## src/rtl/sdram_arbiter.sv

```systemverilog
// Round-robin arbiter sharing one SDRAM Avalon-MM master between two requesters.
// Optional sticky protocol-error flag enabled by defining SDRAM_ARBITER_ERR_EN.
module sdram_arbiter #(
    parameter int MAX_OUTSTANDING = 8
) (
    input  logic        clk,
    input  logic        rst_n,
    output logic        r0_waitrequest,
    input  logic [31:0] r0_address,
    input  logic        r0_read,
    input  logic        r0_write,
    input  logic [31:0] r0_writedata,
    output logic [31:0] r0_readdata,
    output logic        r0_readdatavalid,
    output logic        r1_waitrequest,
    input  logic [31:0] r1_address,
    input  logic        r1_read,
    input  logic        r1_write,
    input  logic [31:0] r1_writedata,
    output logic [31:0] r1_readdata,
    output logic        r1_readdatavalid,
    input  logic        master_waitrequest,
    output logic [31:0] master_address,
    output logic        master_read,
    output logic        master_write,
    output logic [31:0] master_writedata,
    input  logic [31:0] master_readdata,
    input  logic        master_readdatavalid,
    output logic        err
);
    localparam int AW = (MAX_OUTSTANDING > 1) ? $clog2(MAX_OUTSTANDING) : 1;

    typedef enum logic [1:0] {IDLE, OWN0, OWN1} state_e;

    state_e          state_q;
    logic            prio_q;
    logic            ids_q [MAX_OUTSTANDING];
    logic [AW-1:0]   wr_ptr_q, rd_ptr_q;
    logic [AW:0]     count_q;

    logic full, empty, elig0, elig1, accept, push, pop, head, owner_req, drop;

    assign full  = (count_q == (AW+1)'(MAX_OUTSTANDING));
    assign empty = (count_q == '0);
    // A write never needs a FIFO slot, so only reads are held back when full.
    assign elig0 = r0_write | (r0_read & ~full);
    assign elig1 = r1_write | (r1_read & ~full);

    always_comb begin
        master_address   = '0;
        master_read      = 1'b0;
        master_write     = 1'b0;
        master_writedata = '0;
        r0_waitrequest   = 1'b1;
        r1_waitrequest   = 1'b1;
        owner_req        = 1'b0;
        case (state_q)
            OWN0: begin
                master_address   = r0_address;
                master_read      = r0_read;
                master_write     = r0_write;
                master_writedata = r0_writedata;
                r0_waitrequest   = master_waitrequest;
                owner_req        = r0_read | r0_write;
            end
            OWN1: begin
                master_address   = r1_address;
                master_read      = r1_read;
                master_write     = r1_write;
                master_writedata = r1_writedata;
                r1_waitrequest   = master_waitrequest;
                owner_req        = r1_read | r1_write;
            end
            default: ;
        endcase
    end

    assign accept = (master_read | master_write) & ~master_waitrequest;
    assign push   = accept & master_read;
    assign pop    = master_readdatavalid & ~empty;
    assign head   = ids_q[rd_ptr_q];
    assign drop   = (state_q != IDLE) & ~owner_req;

    assign r0_readdata      = master_readdata;
    assign r1_readdata      = master_readdata;
    assign r0_readdatavalid = pop & ~head;
    assign r1_readdatavalid = pop & head;

    always_ff @(posedge clk or negedge rst_n) begin
        if (!rst_n) begin
            state_q <= IDLE;
            prio_q  <= 1'b0;
        end else begin
            case (state_q)
                IDLE: begin
                    if (!prio_q) begin
                        if (elig0)      state_q <= OWN0;
                        else if (elig1) state_q <= OWN1;
                    end else begin
                        if (elig1)      state_q <= OWN1;
                        else if (elig0) state_q <= OWN0;
                    end
                end
                OWN0: begin
                    if (accept) begin
                        state_q <= IDLE;
                        prio_q  <= 1'b1;
                    end else if (drop) begin
                        state_q <= IDLE;
                    end
                end
                OWN1: begin
                    if (accept) begin
                        state_q <= IDLE;
                        prio_q  <= 1'b0;
                    end else if (drop) begin
                        state_q <= IDLE;
                    end
                end
                default: state_q <= IDLE;
            endcase
        end
    end

    // ID storage needs no reset; the pointers and count define validity.
    always_ff @(posedge clk) begin
        if (push) ids_q[wr_ptr_q] <= (state_q == OWN1);
    end

    always_ff @(posedge clk or negedge rst_n) begin
        if (!rst_n) begin
            wr_ptr_q <= '0;
            rd_ptr_q <= '0;
            count_q  <= '0;
        end else begin
            if (push) wr_ptr_q <= wr_ptr_q + 1'b1;
            if (pop)  rd_ptr_q <= rd_ptr_q + 1'b1;
            case ({push, pop})
                2'b10:   count_q <= count_q + 1'b1;
                2'b01:   count_q <= count_q - 1'b1;
                default: count_q <= count_q;
            endcase
        end
    end

`ifdef SDRAM_ARBITER_ERR_EN
    logic err_q;
    always_ff @(posedge clk or negedge rst_n) begin
        if (!rst_n) begin
            err_q <= 1'b0;
        end else if ((master_readdatavalid & empty & ~push) | drop) begin
            err_q <= 1'b1;
        end
    end
    assign err = err_q;
`else
    assign err = 1'b0;
`endif

endmodule

```

## config.mk

```make
export PLATFORM = sky130hd
export DESIGN_NAME = sdram_arbiter
export DESIGN_NICKNAME = d
export VERILOG_FILES = /design/src/rtl/sdram_arbiter.sv
export SDC_FILE = /design/constraint.sdc
export NUM_CORES = 1
export LEC_CHECK = 0
export CAP_MARGIN = 20
export CORE_AREA = 4 4 114 116
export DETAILED_ROUTE_END_ITERATION = 12
export DIE_AREA = 0 0 118 120
export PLACE_DENSITY = 0.66
export SKIP_CTS_REPAIR_TIMING = 1
export SLEW_MARGIN = 15
export SYNTH_ARGS = -nofsm -noshare
export SYNTH_HDL_FRONTEND = slang
export SYNTH_SLANG_ARGS = --single-unit
```

## constraint.sdc

```tcl
create_clock -name clk -period 5.7 [get_ports clk]
set_input_delay 0.57 -clock clk [delete_from_list [all_inputs] [get_ports clk]]
set_output_delay 0.57 -clock clk [all_outputs]
set_load 0.05 [all_outputs]
```

==> out/results.tsv, run 1 <==
metric	value	unit
status	complete, no violations	
Ys Warns	0	
Reg area	565.5	um2
global-route wire length before repair	18160	um
slowest CP cell	clkdlybuf4s50_1	
Largest delay share family, worst path	buffers and inverters	
final core utilization	36.90	%
Die Wd	118	um
post-synthesis mux area share	3.707	%
Nets	619	
Final Hold Fails	0	
initial antenna violation count	0	
vias	2726	
Worst Setup Start Kind	flip-flop	
worst skew pair latency	0.26	ns
largest net degree at the start of global routing	70	
Max VDD drop	0.2148	mV
Leakage Power	1.494	nW
H-tree depth	1	
crit end category	primary output	
CP Data Required Time	5.13	ns
Hold WC Path Type	flip-flop to flip-flop	
NetSw	0.001171	W
I/O pin total	303	
critical path, cell by cell	inv_1 > ha_2 > buf_4 > a22oi_1 > nor2b_1 > clkdlybuf4s50_1	
Logic pwr share	80.1	%
part of the cycle the worst path needs	64.68	%
number of diodes	0	
pwr dens	492.9	nW/um2
grt ovf	0	
TritonCTS clock tree	done	
synthesized cell area	2633	um2
internal power	0.0009957	W
Final ANT Viol Nets	0	
layout cells sized above 1	4.072	%
final wirelength	12600	um
combinational family with the most area after synthesis	buffers and inverters	
Hold Slack	0.4847	ns
TritonCTS Sinks	21	
Seq pwr share	12.8	%
Worst Path Arrival	3.12	ns
RSZ-0062 raised after global routing	false	
CP max stage delay	0.83	ns
post-synthesis simple-gate area fraction	22.29	%
post-DP HPWL	10520	um
Max-cap violations	0	
syn_nets	494	
Clock Power Share	7.2	%
Setup violations, final	0	
adder-cell share of the synthesized area	3.802	%
All-Layer GR Usage	16.76	%
fillers	1210	
average size of a mapped cell	8.278	um2
CP Class	flip-flop to primary output	
clk slew on worst S/H paths	0.06	ns
drc violations	0	
cell count after synthesis	318	
multi-input logic area	1470	um2
top cell type's share of synthesized area	18.82	%
dominant cells by area after synthesis	a22oi_1 (19%), buf_4 (19%), nor2b_1 (16%), dfrtp_1 (12%), edfxtp_1 (9.1%)	
cell with the most instances after synthesis	nor2b_1	
Longest Clk Path Bufs	2	
P&R area growth vs syn	66.97	%
Fmax	271.2	MHz
number of flops mapped to enable cells by yosys	8	
switching part of the total	54.04	%
Cell variety after synth	37	
vias in the first global route	2832	
skew final	0.002107	ns
Die H	120	um
setup_tns	0	ns
Rows	40	
Crit Path Max Fanout	38	
Max Slew Vio Count	0	
core area	11910	um2
Synth Register Bits	21	
Worst Tran Pin Value	0.9050	ns
root buf cell	clkbuf_16	
Primary FF master, synth	dfrtp_1	
Iteration-0 DRC Markers	152	
DIE AREA	14160	um2
worst rel slew slack	39.67	%
# port buffers	205	
XOR/XNOR share of the synthesized area	2.994	%
post-DR wirelength/cell	21.39	um
cell accounting for the most synthesized area	a22oi_1	
most frequent cells after synthesis	nor2b_1 (68), a22oi_1 (66), buf_4 (65), clkbuf_1 (19), dfrtp_1 (13)	
Buf/Inv on CP	3	
Initial Utilization	22.10	%
CTS buffer count	3	
Seq/Total Area, Yosys	21.48	%
Period minus WS final	3.687	ns
gpl congestion	0.8621	
Pre-Repair DR Iteration Count	4	
Synth async-reset ratio	61.90	%
detailed-route vias per instance	4.628	
area fraction in compound gates after synthesis	22.62	%
registers in the layout (all words and copies together), names as in the netlist:
register / flops
wr_ptr_q: 3
ids_q: 8
prio_q: 1
count_q: 4
state_q: 2
rd_ptr_q: 3
cell type report:
type,instances,area share [%]
clock inverters,1,0.1708
clock buffers,3,1.708
flip-flops and latches,21,12.87
inverters,7,0.5978
multi-input cells,203,33.45
well taps,147,4.184
repair buffers,207,47.03
placed cells by master (no fill, tap or decap), types with 3 or more instances in the layout:
| cell type | instances |
|---|---|
| a22oi_1 | 66 |
| clkbuf_16 | 3 |
| clkdlybuf4s50_1 | 205 |
| dfrtp_1 | 13 |
| edfxtp_1 | 8 |
| ha_1 | 5 |
| ha_2 | 3 |
| inv_1 | 7 |
| mux2i_1 | 3 |
| nand2_1 | 9 |
| nand2b_1 | 3 |
| nor2_1 | 8 |
| nor2b_1 | 68 |
| o21ai_0 | 3 |
| xnor2_1 | 4 |
| xor2_1 | 5 |
per-layer routing:
layer | GRT usage [%] | wire length [um]
met4 | 2.637 | 122
met5 | 0 | 0
met2 | 33.06 | 7132
met3 | 4.053 | 869
met1 | 18.34 | 4476
through the flow:
step | setup slack, ns | instances | area, um2 | power, W
final | 2.013 | 589 | 4395 | 0.002166
after global placement | 2.334 | 585 | 4313 | 0.001990
after floorplan | 2.956 | 318 | 2633 | 0.001604
after CTS | 2.046 | 589 | 4395 | 0.002187
after global routing | 1.791 | 589 | 4395 | 0.002300
after detailed placement | 2.136 | 585 | 4313 | 0.002017
path summary, 6_finish.rpt:
check                            from                 end  slack, ns  cells after the start
setup / recovery           state_q[0]  master_address[14]       2.01                      6
hold / removal             count_q[3]          count_q[3]       0.48                      1
setup reg to reg           state_q[1]          count_q[2]       2.19                     11
hold reg to reg            count_q[3]          count_q[3]       0.48                      1
max in group asynchronous       rst_n          state_q[0]       4.61                      1
min in group asynchronous       rst_n         rd_ptr_q[2]       0.70                      1
logic make-up (layout without fill, tap and decap cells):
group / count (synthesis) / count (layout)
simple gates: 99 / 99
xor+xnor: 9 / 9
buf+inv: 94 / 218
mux: 7 / 7
fa+ha+maj: 8 / 8
compound gates: 79 / 79
other cells: 1 / 1
flops: 21 / 21
power by group through the flow:
| stage | clock, W | sequential, W | combinational [W] |
|---|---|---|---|
| floorplan | 0 | 0.000258 | 0.00135 |
| global placement | 0 | 0.000274 | 0.00172 |
| detailed placement | 0 | 0.000279 | 0.00174 |
| CTS | 0.000158 | 0.000277 | 0.00175 |
| global route | 0.000163 | 0.000289 | 0.00185 |
| finish | 0.000155 | 0.000277 | 0.00173 |
Note: power is estimated with default switching activity, not from simulation.
==> run 2, diff against run 1 <==
--- a/config.mk
+++ b/config.mk
@@ -6,10 +6,10 @@
 export NUM_CORES = 1
 export LEC_CHECK = 0
 export CAP_MARGIN = 20
-export CORE_AREA = 4 4 114 116
+export CORE_AREA = 4 4 115 117
 export DETAILED_ROUTE_END_ITERATION = 12
-export DIE_AREA = 0 0 118 120
-export PLACE_DENSITY = 0.66
+export DIE_AREA = 0 0 119 121
+export PLACE_DENSITY = 0.65
 export SKIP_CTS_REPAIR_TIMING = 1
 export SLEW_MARGIN = 15
 export SYNTH_ARGS = -nofsm -noshare
==> constraint.sdc (replaced) <==
create_clock -name clk -period 3.4 [get_ports clk]
set_input_delay 0.34 -clock clk [delete_from_list [all_inputs] [get_ports clk]]
set_output_delay 0.34 -clock clk [all_outputs]
set_load 0.05 [all_outputs]
==> out/results.tsv, run 2 (synthesized netlist as in run 1, its figures left out) <==
metric	value	unit	change
status	complete, no violations		
critical path, cell by cell	inv_1 > ha_2 > buf_4 > a22oi_1 > nor2b_1 > clkdlybuf4s50_1		
crit end category	primary output		
pwr dens	816.5	nW/um2	+66%
initial antenna violation count	3		+3
TritonCTS Sinks	21		unchanged
post-DP HPWL	9163	um	-13%
Die Wd	119	um	+0.85%
root buf cell	clkbuf_16		
Initial Utilization	21.29	%	-0.81 points
Worst Tran Pin Value	0.5953	ns	-0.3097 ns
Max Slew Vio Count	0		unchanged
worst rel slew slack	60.19	%	+21 points
CTS buffer count	3		unchanged
setup_tns	0	ns	unchanged
max FFs per register	8		unchanged
Die H	121	um	+0.83%
detailed-route vias per instance	4.457		-3.7%
gpl congestion	0.7110		-18%
RSZ-0062 raised after global routing	false		
slowest CP cell	clkdlybuf4s50_1		
Final Hold Fails	0		unchanged
commonest non-fill, non-tap cell in the layout	clkdlybuf4s50_1		
Global Route met3 Usage	5.082	%	+1.0 points
Setup violations, final	0		unchanged
fillers	1267		+4.7%
CP Class	flip-flop to primary output		
GR peak layer	met2		
GR Util met1	18.69	%	+0.35 points
Leakage Power	1.524	nW	+2.0%
GR Util met2	23.35	%	-9.7 points
vias in the first global route	2817		-0.53%
Iteration-0 DRC Markers	130		-14%
Max-cap violations	0		unchanged
Hold Slack	0.4617	ns	-0.02293 ns
P&R area growth vs syn	70.15	%	
vias	2777		+1.9%
clk slew on worst S/H paths	0.06	ns	about the same
Hold WC Path Type	input port to async pin		
largest net degree at the start of global routing	54		-23%
Fmax	325.3	MHz	
Worst Setup Start Kind	flip-flop		
H-tree depth	1		unchanged
drc violations	0		unchanged
Rows	41		+2.5%
# port buffers	205		unchanged
post-DR wirelength/cell	17.98	um	-16%
final wirelength	11200	um	-11%
Crit Path Max Fanout	53		+39%
Largest regs	ids_q (8), count_q (4)		
part of the cycle the worst path needs	90.41	%	
CP Data Required Time	3.06	ns	-2.07 ns
worst skew pair latency	0.25	ns	about the same
Worst Path Arrival	2.73	ns	-0.39 ns
layout cells sized above 1	5.357	%	+1.3 points
core area	12360	um2	+3.8%
skew final	0.002272	ns	+0.0001655 ns
Final ANT Viol Nets	0		unchanged
Pre-Repair DR Iteration Count	4		unchanged
TritonCTS clock tree	done		
global-route wire length before repair	16400	um	-9.7%
All-Layer GR Usage	14.27	%	-2.5 points
Nets	625		+0.97%
Max VDD drop	0.3827	mV	+78%
grt ovf	0		unchanged
Longest Clk Path Bufs	2		unchanged
CP max stage delay	0.83	ns	about the same
Biggest register	ids_q		
DIE AREA	14400	um2	+1.7%
commonest cells after routing, fill and taps aside	clkdlybuf4s50_1 (205), nor2b_1 (68), a22oi_1 (66), dfrtp_1 (13), nand2_1 (9)		
Period minus WS final	3.074	ns	
I/O pin total	303		unchanged
-- run 2: metrics by stage --
stage                     cells  power, W  cell area [um2]  utilization (%)  worst slack, ns
after floorplan             318  0.002688             2633                -           0.6922
after global placement      616  0.003369             4389            35.50           0.6844
after detailed placement    616  0.003422             4389            35.50           0.6396
after CTS                   620  0.003685             4472            36.17           0.3575
after global routing        620  0.003883             4472            36.17           0.1940
final                       623  0.003657             4479            36.23           0.3262
-- run 2: layout make-up --
class | count | area (um2) | area share (%)
Tap cell | 172 | 215.2 | 4.804
Timing Repair Buffer | 213 | 2112 | 47.15
Antenna cell | 3 | 7.507 | 0.1676
Clock inverter | 1 | 7.507 | 0.1676
Clock buffer | 3 | 75.07 | 1.676
Inverter | 7 | 26.28 | 0.5866
Multi-Input combinational cell | 203 | 1470 | 32.82
Sequential cell | 21 | 565.5 | 12.63
-- run 2: critical path, delay by kind of cell (launching register included) --
family | cells | cell delay (ns)
AOI/OAI and AO/OA | 1 | 0.25
adders and majority gates | 1 | 0.22
and+or+nand+nor | 1 | 0.17
DFF | 1 | 0.39
buffers and inverters | 3 | 1.43
-- run 2: final timing paths --
check | from | end | slack, ns | cells past startpoint
min | rst_n | rd_ptr_q[0] | 0.46 | 1
min reg2reg | count_q[3] | count_q[3] | 0.49 | 1
max reg2reg | state_q[0] | count_q[2] | 0.85 | 13
max in group asynchronous | rst_n | state_q[1] | 2.55 | 1
min in group clk | count_q[3] | count_q[3] | 0.49 | 1
max | state_q[0] | master_address[14] | 0.33 | 6
-- run 2: routing by layer --
| metal | share of wire (%) | wire length (um) | up-vias |
|---|---|---|---|
| met4 | 0.55 | 62 | 2 |
| li1 | - | - | 1318 |
| met3 | 9.5 | 1060 | 11 |
| met5 | 0.062 | 7 | - |
| met2 | 48 | 5425 | 140 |
| met1 | 41 | 4649 | 1306 |
-- run 2: power breakdown --
part / switching, W / internal (W)
Clock: 0.0000935 / 0.000159
Sequential: 0.000103 / 0.000361
Combinational: 0.00177 / 0.00117
Total: 0.00197 / 0.00169
==> run 3, diff against run 2 <==
--- a/config.mk
+++ b/config.mk
@@ -6,10 +6,11 @@
 export NUM_CORES = 1
 export LEC_CHECK = 0
 export CAP_MARGIN = 20
-export CORE_AREA = 4 4 115 117
+export CORE_AREA = 4 4 114 116
 export DETAILED_ROUTE_END_ITERATION = 12
-export DIE_AREA = 0 0 119 121
-export PLACE_DENSITY = 0.65
+export DIE_AREA = 0 0 118 120
+export DONT_BUFFER_PORTS = 1
+export PLACE_DENSITY = 0.34
 export SKIP_CTS_REPAIR_TIMING = 1
 export SLEW_MARGIN = 15
 export SYNTH_ARGS = -nofsm -noshare
==> out/results.tsv, run 3 (synthesized netlist as in run 1, its figures left out) <==
metric	value	unit	change
global-route wire length before repair	14890	um	-9.2%
vias	2208		-20%
Initial Utilization	22.10	%	+0.81 points
worst skew pair latency	0.25	ns	about the same
Iteration-0 DRC Markers	115		-12%
r2r startpoint	count_q[0]		
TritonCTS clock tree	done		
RSZ-0062 raised after global routing	false		
grt ovf	0		unchanged
pwr dens	1162	nW/um2	+42%
Reg area	565.5	um2	unchanged
Fmax	373.2	MHz	+15%
fillers	1320		+4.2%
min-delay src	master_readdatavalid		
TritonCTS Sinks	21		unchanged
Die Wd	118	um	-0.84%
post-route insts no fill	453		-27%
critical path, cell by cell	o41ai_1 > inv_1 > ha_1 > xor2_1 > ha_1 > a21oi_1 > xor2_1 > nor2_1 > xor2_1		
post-DR wirelength/cell	23.78	um	+32%
placed cell area	2769	um2	-37%
total power	0.003322	W	-9.2%
Largest regs	ids_q (8), count_q (4)		
Crit Path Max Fanout	6		-89%
CP Class	flip-flop to flip-flop		
DIE AREA	14160	um2	-1.7%
Leakage Power	1.093	nW	-28%
commonest non-fill, non-tap cell in the layout	buf_4		
CP max stage delay	0.73	ns	-0.10 ns
Hold WC Path Type	input port to flip-flop		
multi-input logic area	1468	um2	-0.17%
Worst Tran Pin Value	0.8992	ns	+0.3039 ns
CP most frequent cell	xor2_1		
Setup violations, final	0		unchanged
Final ANT Viol Nets	0		unchanged
Period minus WS final	2.679	ns	-0.3946 ns
slowest CP cell	o41ai_1		
Max Slew Vio Count	0		unchanged
max FFs per register	8		unchanged
hold path depth	2		
Longest Clk Path Bufs	2		unchanged
Nets	483		-23%
CP Data Required Time	3.53	ns	+0.47 ns
Cells after DPL	448		-27%
All-Layer GR Usage	14.03	%	-0.24 points
Largest delay share family, worst path	compound AO/OA/AOI/OAI gates		
worst rel slew slack	39.83	%	-20 points
P&R area growth vs syn	8.603	%	
CP startpoint	count_q[0]		
Reg-to-Reg End	count_q[2]		
layout cells sized above 1	27.78	%	+22 points
CTS buffer count	3		unchanged
reg2reg setup slack	0.72	ns	-0.13 ns
largest net degree at the start of global routing	75		+39%
Worst Hold End	rd_ptr_q[0]		
clk slew on worst S/H paths	0.06	ns	about the same
Rows	40		-2.4%
drc violations	0		unchanged
number of diodes	0		-3
gpl congestion	0.7968		+12%
design area	2859	um2	-36%
Worst Setup Start Kind	flip-flop		
Max VDD drop	0.3812	mV	-0.38%
final wirelength	10770	um	-3.9%
core area	11910	um2	-3.7%
# port buffers	0		-100%
part of the cycle the worst path needs	78.80	%	-12 points
root buf cell	clkbuf_16		
Hold Slack	0.3273	ns	-0.1344 ns
H-tree depth	1		unchanged
status	complete, no violations		
setup_tns	0	ns	unchanged
I/O pin total	303		unchanged
Pre-Repair DR Iteration Count	6		+2
Max-cap violations	0		unchanged
crit end category	flip-flop		
vias in the first global route	2216		-21%
initial antenna violation count	0		-3
skew final	0.003133	ns	+0.0008609 ns
R2R depth	9		-4
Final Hold Fails	0		unchanged
Worst Path Arrival	2.81	ns	+0.08 ns
Die H	120	um	-0.83%
Buf/Inv on CP	1		-2
commonest cells after routing, fill and taps aside	buf_4 (70), nor2b_1 (68), a22oi_1 (66), dfrtp_1 (13), nand2_1 (9)		
post-DP HPWL	8938	um	-2.5%
detailed-route vias per instance	4.874		+9.3%
Biggest register	ids_q		
[run 3: layout make-up]
class	instances	area share [%]
clock buffer	3	2.626
timing repair buffer	71	18.73
tap	147	6.433
multi-input combinational	203	51.33
sequential	21	19.78
inverter	7	0.9190
clock inverter	1	0.1751
[run 3: worst max path at each step]
stage,depth (start not counted),to
final,9,count_q[2]
after global routing,9,count_q[2]
after CTS,9,count_q[2]
after detailed placement,9,count_q[2]
after global placement,9,count_q[2]
after floorplan,12,count_q[2]
[run 3: routing by layer]
layer / global-route usage [%] / vias to the layer above / share of wire (%)
met5: 0 / - / 0
met2: 24.07 / 140 / 51
li1: - / 1027 / -
met1: 16.39 / 1033 / 38
met3: 5.938 / 8 / 10
met4: 2.930 / 0 / 1.1
[run 3: stage by stage]
step	worst slack [ns]	utilization, %
after detailed placement	0.6953	23.25
after global placement	0.7643	23.25
after global routing	0.4379	24.00
final	0.7208	24.00
after floorplan	0.6922	-
after CTS	0.6889	23.92
[run 3: power by group]
part / total (W) / internal [W] / switching [W]
Combinational: 0.00261 / 0.000890 / 0.00172
Clock: 0.000248 / 0.000158 / 0.0000898
Sequential: 0.000464 / 0.000361 / 0.000102
